`config.mk`:
```
export PLATFORM = sky130hd
export DESIGN_NAME = div_flat
export DESIGN_NICKNAME = d
export VERILOG_FILES = /design/src/rtl/div_pkg.sv /design/src/rtl/div_if.sv /design/src/rtl/div.sv /design/src/flat_wrapper.sv
export SDC_FILE = /design/constraint.sdc
export NUM_CORES = 1
export LEC_CHECK = 0
export ABC_AREA = 0
export CORE_MARGIN = 2
export CORE_UTILIZATION = 63
export CTS_BUF_LIST = sky130_fd_sc_hd__clkbuf_8
export CTS_CLUSTER_SIZE = 20
export DETAILED_ROUTE_END_ITERATION = 7
export PLACE_DENSITY = 0.88
export SKIP_LAST_GASP = 1
export SLEW_MARGIN = 0
export SYNTH_ARGS = -nofsm -noshare
export SYNTH_HDL_FRONTEND = slang
export SYNTH_SLANG_ARGS = --single-unit
export TNS_END_PERCENT = 50
```
`constraint.sdc`:
```
create_clock -name clk -period 7.3 [get_ports clk]
set_input_delay 0.73 -clock clk [delete_from_list [all_inputs] [get_ports clk]]
set_output_delay 0.73 -clock clk [all_outputs]
set_load 0.05 [all_outputs]
```
`src/rtl/div_pkg.sv`:
```
// Shared definitions for the EX-stage radix-2 restoring divider.
// State encodings, handshake levels and reset polarity.
package div_pkg;

  localparam int DATA_W = 32;
  localparam int CNT_W  = 6;

  localparam logic RstEnable         = 1'b1;
  localparam logic DivStart          = 1'b1;
  localparam logic DivStop           = 1'b0;
  localparam logic DivResultReady    = 1'b1;
  localparam logic DivResultNotReady = 1'b0;

  localparam logic [31:0] ZeroWord = 32'h0;

  typedef enum logic [1:0] {
    DivFree   = 2'b00,
    DivByZero = 2'b01,
    DivOn     = 2'b10,
    DivEnd    = 2'b11
  } div_state_e;

endpackage

```
`src/rtl/div_if.sv`:
```
// EX <-> divider request/result bundle.
// The master is EX; the slave is the divider.
interface div_if
  import div_pkg::*;
#(
  parameter int DW = DATA_W
);
  logic            signed_div_i;
  logic [DW-1:0]   opdata1_i;
  logic [DW-1:0]   opdata2_i;
  logic            start_i;
  logic            annul_i;
  logic [2*DW-1:0] result_o;
  logic            ready_o;
  logic            stallreq_o;

  modport master (
    output signed_div_i, opdata1_i, opdata2_i,
    output start_i, annul_i,
    input  result_o, ready_o, stallreq_o
  );

  modport slave (
    input  signed_div_i, opdata1_i, opdata2_i,
    input  start_i, annul_i,
    output result_o, ready_o, stallreq_o
  );
endinterface

```
`src/rtl/div.sv`:
```
// Multi-cycle radix-2 restoring divider for DIV/DIVU.
// Stalls the pipeline while busy; returns {rem, quo}.
module div
  import div_pkg::*;
#(
  parameter int DATA_W = div_pkg::DATA_W,
  parameter int CNT_W  = div_pkg::CNT_W
) (
  input  logic clk,
  input  logic rst,
  div_if.slave bus
);

  div_state_e state, state_n;

  logic [CNT_W-1:0]    cnt, cnt_n;
  logic [2*DATA_W:0]   dvd, dvd_n;
  logic [DATA_W-1:0]   dvs, dvs_n;
  logic                negq, negq_n;
  logic                negr, negr_n;
  logic [2*DATA_W-1:0] result, result_n;
  logic                ready, ready_n;

  logic [DATA_W:0]     diff;
  logic [DATA_W-1:0]   mag1, mag2;
  logic [DATA_W-1:0]   quo, rem;

  assign bus.result_o   = result;
  assign bus.ready_o    = ready;
  assign bus.stallreq_o = bus.start_i & ~ready;

  assign diff = {1'b0, dvd[2*DATA_W-1:DATA_W]}
              - {1'b0, dvs};

  assign mag1 = (bus.signed_div_i & bus.opdata1_i[DATA_W-1])
              ? -bus.opdata1_i : bus.opdata1_i;
  assign mag2 = (bus.signed_div_i & bus.opdata2_i[DATA_W-1])
              ? -bus.opdata2_i : bus.opdata2_i;

  always_comb begin
    state_n  = state;
    cnt_n    = cnt;
    dvd_n    = dvd;
    dvs_n    = dvs;
    negq_n   = negq;
    negr_n   = negr;
    result_n = result;
    ready_n  = ready;
    quo      = dvd[DATA_W-1:0];
    rem      = dvd[2*DATA_W:DATA_W+1];
    unique case (state)
      DivFree: begin
        ready_n  = DivResultNotReady;
        result_n = '0;
        if (bus.start_i == DivStart && !bus.annul_i) begin
          if (bus.opdata2_i == '0) begin
            state_n = DivByZero;
          end else begin
            state_n = DivOn;
            cnt_n   = '0;
            dvd_n   = {{DATA_W{1'b0}}, mag1, 1'b0};
            dvs_n   = mag2;
            negq_n  = bus.signed_div_i
                    & (bus.opdata1_i[DATA_W-1]
                    ^  bus.opdata2_i[DATA_W-1]);
            negr_n  = bus.signed_div_i
                    & bus.opdata1_i[DATA_W-1];
          end
        end
      end
      DivByZero: begin
        dvd_n   = '0;
        state_n = DivEnd;
      end
      DivOn: begin
        if (bus.annul_i) begin
          state_n = DivFree;
        end else if (cnt != CNT_W'(DATA_W)) begin
          // borrow means the trial subtract failed: restore
          if (diff[DATA_W])
            dvd_n = {dvd[2*DATA_W-1:0], 1'b0};
          else
            dvd_n = {diff[DATA_W-1:0],
                     dvd[DATA_W-1:0], 1'b1};
          cnt_n = cnt + 1'b1;
        end else begin
          if (negq) quo = -quo;
          if (negr) rem = -rem;
          dvd_n   = {rem, dvd[DATA_W], quo};
          state_n = DivEnd;
          cnt_n   = '0;
        end
      end
      DivEnd: begin
        if (bus.start_i == DivStart) begin
          ready_n  = DivResultReady;
          result_n = {dvd[2*DATA_W:DATA_W+1],
                      dvd[DATA_W-1:0]};
        end else begin
          state_n  = DivFree;
          ready_n  = DivResultNotReady;
          result_n = '0;
        end
      end
      default: state_n = DivFree;
    endcase
  end

  always_ff @(posedge clk) begin
    if (rst == RstEnable) begin
      state  <= DivFree;
      cnt    <= '0;
      dvd    <= '0;
      dvs    <= '0;
      negq   <= 1'b0;
      negr   <= 1'b0;
      result <= '0;
      ready  <= DivResultNotReady;
    end else begin
      state  <= state_n;
      cnt    <= cnt_n;
      dvd    <= dvd_n;
      dvs    <= dvs_n;
      negq   <= negq_n;
      negr   <= negr_n;
      result <= result_n;
      ready  <= ready_n;
    end
  end

endmodule

```
`src/flat_wrapper.sv`:
```
// flat-port wrapper written by rule: the top's interface ports become plain ports
module div_flat import div_pkg::*;
#(
  parameter int DATA_W = div_pkg::DATA_W,
  parameter int CNT_W  = div_pkg::CNT_W
)
  (clk, rst, bus_signed_div_i, bus_opdata1_i, bus_opdata2_i, bus_start_i, bus_annul_i, bus_result_o, bus_ready_o, bus_stallreq_o);
  div_if bus_i ();
  input  logic clk;
  input  logic rst;
  input wire logic [$bits(bus_i.signed_div_i)-1:0] bus_signed_div_i;
  input wire logic [$bits(bus_i.opdata1_i)-1:0] bus_opdata1_i;
  input wire logic [$bits(bus_i.opdata2_i)-1:0] bus_opdata2_i;
  input wire logic [$bits(bus_i.start_i)-1:0] bus_start_i;
  input wire logic [$bits(bus_i.annul_i)-1:0] bus_annul_i;
  output wire logic [$bits(bus_i.result_o)-1:0] bus_result_o;
  output wire logic [$bits(bus_i.ready_o)-1:0] bus_ready_o;
  output wire logic [$bits(bus_i.stallreq_o)-1:0] bus_stallreq_o;
  assign bus_i.signed_div_i = bus_signed_div_i;
  assign bus_i.opdata1_i = bus_opdata1_i;
  assign bus_i.opdata2_i = bus_opdata2_i;
  assign bus_i.start_i = bus_start_i;
  assign bus_i.annul_i = bus_annul_i;
  assign bus_result_o = bus_i.result_o;
  assign bus_ready_o = bus_i.ready_o;
  assign bus_stallreq_o = bus_i.stallreq_o;
  div #(.DATA_W(DATA_W), .CNT_W(CNT_W)) u_core (.clk(clk), .rst(rst), .bus(bus_i));
endmodule
```
== Word level (Yosys, flattened, before mapping) ==
Cells that the tools add are included.
Operators by class
  $add $sub $neg: 6
  equality and inequality tests: 12
  muxes and demuxes: 25
  bitwise operators: 7
  reductions and logical operators: 13
Operator list (count)
  $mux W65: 5
  $pmux W65 S3: 1
  $mux W32: 4
  $neg A32 Y32: 4
  $pmux W64 S2: 1
  $mux W64: 1
  $sub A32 B32 Y33: 1
  $logic_not A32 Y1: 1
  $mux W6: 4
  $reduce_and A5 Y1: 3
  $pmux W6 S2: 1
  $mux W2: 5
  $pmux W2 S4: 1
  $add A6 B1 Y6 const B: 1
  $ne A2 B2 Y1 const B: 3
  $ne A3 B1 Y1 const B: 2
  $ne A6 B6 Y1 const B: 1
  $reduce_and A3 Y1: 2
  $and A1 B1 Y1: 4
  $eq A2 B2 Y1 const B: 2
  $ne A2 B1 Y1 const B: 2
  $reduce_and A4 Y1: 1
  $reduce_bool A2 Y1: 2
  $ne A3 B3 Y1 const B: 1
  9 further kinds: 10
Word-level totals
  register bits after elaboration: 172
  input port bits: 69
  logic and storage cells: 73

== Longest topological paths before layout ==
  depth after elaboration: 5
  mapped depth: 13

== Worst setup path after synthesis ==
No wires, ideal clock.
  path type: input to register
  start: input bus_opdata2_i[17]
  end: register u_core.dvd[51]
  library setup time: 0.118 ns
  arrival time: 3.182 ns
  required time: 7.182 ns
  setup slack: 4.000 ns
  stages: 11
  cell sequence: or4_4 or3_4 or4_1 buf_2 o221a_1 buf_6 nor3b_4 nand2_8 o21ai_2 a21oi_2 o21ai_1
On the way
  cells in the longest elaborated chain, start to end: 3
Ends and longest elaborated chain
  start, declared: line flat_wrapper.sv:13  | input wire logic [$bits(bus_i.opdata2_i)-1:0] bus_opdata2_i;
  $logic_not A32 Y1: line div.sv:56  | if (bus.opdata2_i == '0) begin
  $ne A2 B2 Y1 (no source line)
  $reduce_and A5 Y1 (no source line)
  end signal, assigned: line div.sv:122  | dvd <= dvd_n;
  end, declared: line div.sv:17  | logic [2*DATA_W:0] dvd, dvd_n;
No other way between the ends.
A chain may end at the register's enable or synchronous reset.

== Worst setup path in the final report ==
  start: input bus_opdata2_i[17]
  end: register u_core.dvd[64]
Same word-level chain as after synthesis.

==> metrics <==
Synth Register Bits 172; Final WS setup 3.22 ns; Setup Viol. Count Final 0; clock sinks 172; max-cap viol count 0; core footprint 0.0180 mm2; hold_buf cts 0; Iter 0 DRT Violations 1,451; Ant. Diodes 0; asr flop ratio synth 0%; FF-to-FF End u_core.dvd[46]; fin. max-slew vios 0; initial antenna violation count 0; Placer Congestion 0.969; Final Hold Violating Endpoints 0; GRT Util Overall 33.5%; Global Route met1 Usage 49.3%; via count 11,900; Root Buffer clkbuf_8; Peak Freq 245 MHz; outcome completed; H-tree levels 4; Yosys cell types 78; total CTS buffers 17; Resize count post-CTS 0; first-pass GRT wire length 53,900 um; Area Growth Syn to Fin 14.5%; DRT antenna net count 0; largest net degree at the start of global routing 104; syn avg cell area 7.38 um2; layout cells sized above 1 4.31%; cell area after synthesis 0.0116 mm2; Worst Hold Path EP u_core.negq; # fillers 1,456; CP Max Fanout 21; DR WL/cell 17.9 um; final setup TNS 0 ns; reg2reg path depth 11; CP required 7.71 ns; post-layout min period 4.08 ns; Worst Path Arrival 4.49 ns; Worst-path clk slew 0.11 ns; Main synth FF type dfxtp_1; WS Path Type in -> reg; IO buf count 134; worst reg2reg setup slack 3.32 ns; Synth Net Count 1,681; Clk Latency, worst-skew pair 0.48 ns; Reg-to-Reg Start u_core.dvd[51]; Clock Skew 0.0218 ns; worst hold path cell count 2; post-CTS setup buffer count 0; post-DP HPWL 24,200 um; Ports 135; DRT Pass-1 Iters 6; DRT Wirelength 33,200 um; busiest layer in global routing met1; vias in the first global route 10,600; synth warn 0; VDD IR max 0.000238 V; Tcrit/Tclk final 55.9%; Static Leak 4.83 nW; EDFF count, synth 0; Initial Util 64.4%; met2 usage 47.9%; RSZ-0062 raised after global routing no; Worst-Margin Slew 1.10 ns; Layout Nets 1,727; CTS tree yes; Hold Path Class reg -> reg; Mapped Cells 1,567; gr ovfl total 0; relative slew slack 26.8%; drt drc 0; worst hold start u_core.negq; Die Width 139 um; dpl ws 2.77 ns; Power Total 0.00346 W; Max Buffers Root-to-Sink 2; sequential share of the synthesized area 29.8%; DIE AREA 0.0195 mm2; die height 139 um; power density cells 261 mW/mm2; vias per inst 6.44; GR met3 Demand/Resource 9.74%; Startpoint Class input pin; critical path capture point type flop; num rows 49
-- worst max-delay path: stages --
cell,delay (ns)
clkdlybuf4s50_1,0.49
or4_4,0.60
or3_4,0.41
or4_1,0.64
o221a_1,0.47
nor2_2,0.76
a221oi_1,0.18
a31oi_1,0.20
-- layer usage --
layer  up-vias  wire length [um]
met3        45              3790
met1      5515             15100
met5         -                 0
met4         0               467
li1       5768                 -
met2       609             13900
-- power breakdown --
part           internal (W)  switching, W  leakage [nW]
registers           0.00105      0.000196          1.40
logic              0.000551      0.000942          3.22
clock network      0.000295      0.000422         0.210
-- through the flow --
step | std cells | utilization [%] | hold WS [ns] | cell area (um2)
after global placement | 1823 | 71.3 | 0.440 | 12800
after detailed placement | 1823 | 71.3 | 0.445 | 12800
after CTS | 1855 | 73.7 | 0.459 | 13200
after floorplan | 1567 | - | 0.432 | 11600
final | 1855 | 73.7 | 0.459 | 13200
after global routing | 1855 | 73.7 | 0.474 | 13200
-- placed cells by master, fill, tap and decap left out, types with 12 or more instances in the layout --
cell	Yosys	routed
a22oi_1	76	76
nor2_1	240	238
o221ai_1	21	21
nor4_1	20	20
o211ai_1	12	12
nand2b_1	14	14
nor2b_1	14	14
or4_1	19	19
o31ai_1	20	20
nor3_1	35	35
inv_1	60	60
ha_1	44	43
a21oi_1	124	124
xnor2_1	45	45
o21ai_0	93	93
nand4_1	15	15
mux2i_1	12	12
a211oi_1	35	35
o22ai_1	21	21
or3_1	14	14
dfxtp_1	172	172
nand2_1	134	134
clkbuf_8	0	17
nand3_1	17	17
clkdlybuf4s50_1	0	133
xor2_1	54	54
-- registers in the layout, summed over array words and instances (netlist names) --
signal	count
u_core.bus.ready_o	1
u_core.bus.result_o	64
u_core.cnt	6
u_core.dvd	65
u_core.dvs	32
u_core.negq	1
u_core.negr	1
u_core.state	2
-- cell usage after synthesis (all sizes together) (3+ instances only) --
cell type / instances / area share, %
a2111oi: 3 / 0.23
a211oi: 35 / 2.3
a21o: 8 / 0.52
a21oi: 125 / 5.4
a22oi: 76 / 4.9
a311oi: 5 / 0.38
a31oi: 11 / 0.60
and2: 4 / 0.22
and3: 6 / 0.32
buf: 27 / 1.2
clkbuf: 89 / 2.9
dfxtp: 172 / 30
ha: 44 / 4.8
inv: 60 / 1.9
mux2i: 12 / 1.0
nand2: 135 / 4.5
nand2b: 14 / 0.76
nand3: 17 / 0.74
nand3b: 11 / 0.71
nand4: 15 / 0.81
nor2: 241 / 7.8
nor2b: 14 / 0.76
nor3: 36 / 1.6
nor3b: 9 / 0.68
nor4: 20 / 1.1
nor4b: 3 / 0.23
o2111ai: 5 / 0.38
o211ai: 12 / 0.78
o21a: 7 / 0.45
o21ai: 107 / 4.7
o221ai: 21 / 1.6
o22ai: 21 / 1.1
o31ai: 20 / 1.3
o41ai: 7 / 0.53
or2: 8 / 0.43
or3: 15 / 0.85
or4: 22 / 1.5
xnor2: 45 / 3.4
xor2: 54 / 4.1
-- logic make-up after synthesis --
family / count (synthesis) / synth area share (%)
AOI/OAI and AO/OA: 487 / 27.2
xor gates and xnor gates: 99 / 7.50
adders and majority gates: 45 / 4.93
buffers and inverters: 176 / 6.03
DFF: 172 / 29.8
muxes: 13 / 1.14
and+or+nand+nor: 575 / 23.5
-- worst max path at each step --
stage,from,end,slack [ns]
finish,bus_opdata2_i[17],u_core.dvd[64],3.22
global route,bus_opdata2_i[3],u_core.dvd[64],2.91
detailed placement,bus_opdata2_i[17],u_core.dvd[64],2.77
floorplan,bus_opdata2_i[17],u_core.dvd[51],4.00
CTS,bus_opdata2_i[17],u_core.dvd[64],3.27
global placement,bus_opdata2_i[17],u_core.dvd[64],2.82
-- area by class of cell --
type,count,area [um2],area share (%)
flip-flops and latches,172,3440,26.0
repair buffers,143,1410,10.6
clock buffers,17,234,1.77
clock inverters,15,194,1.46
well taps,229,287,2.16
inverters,60,225,1.70
multi-input cells,1219,7450,56.3
Power figures use the tool's default switching activity.
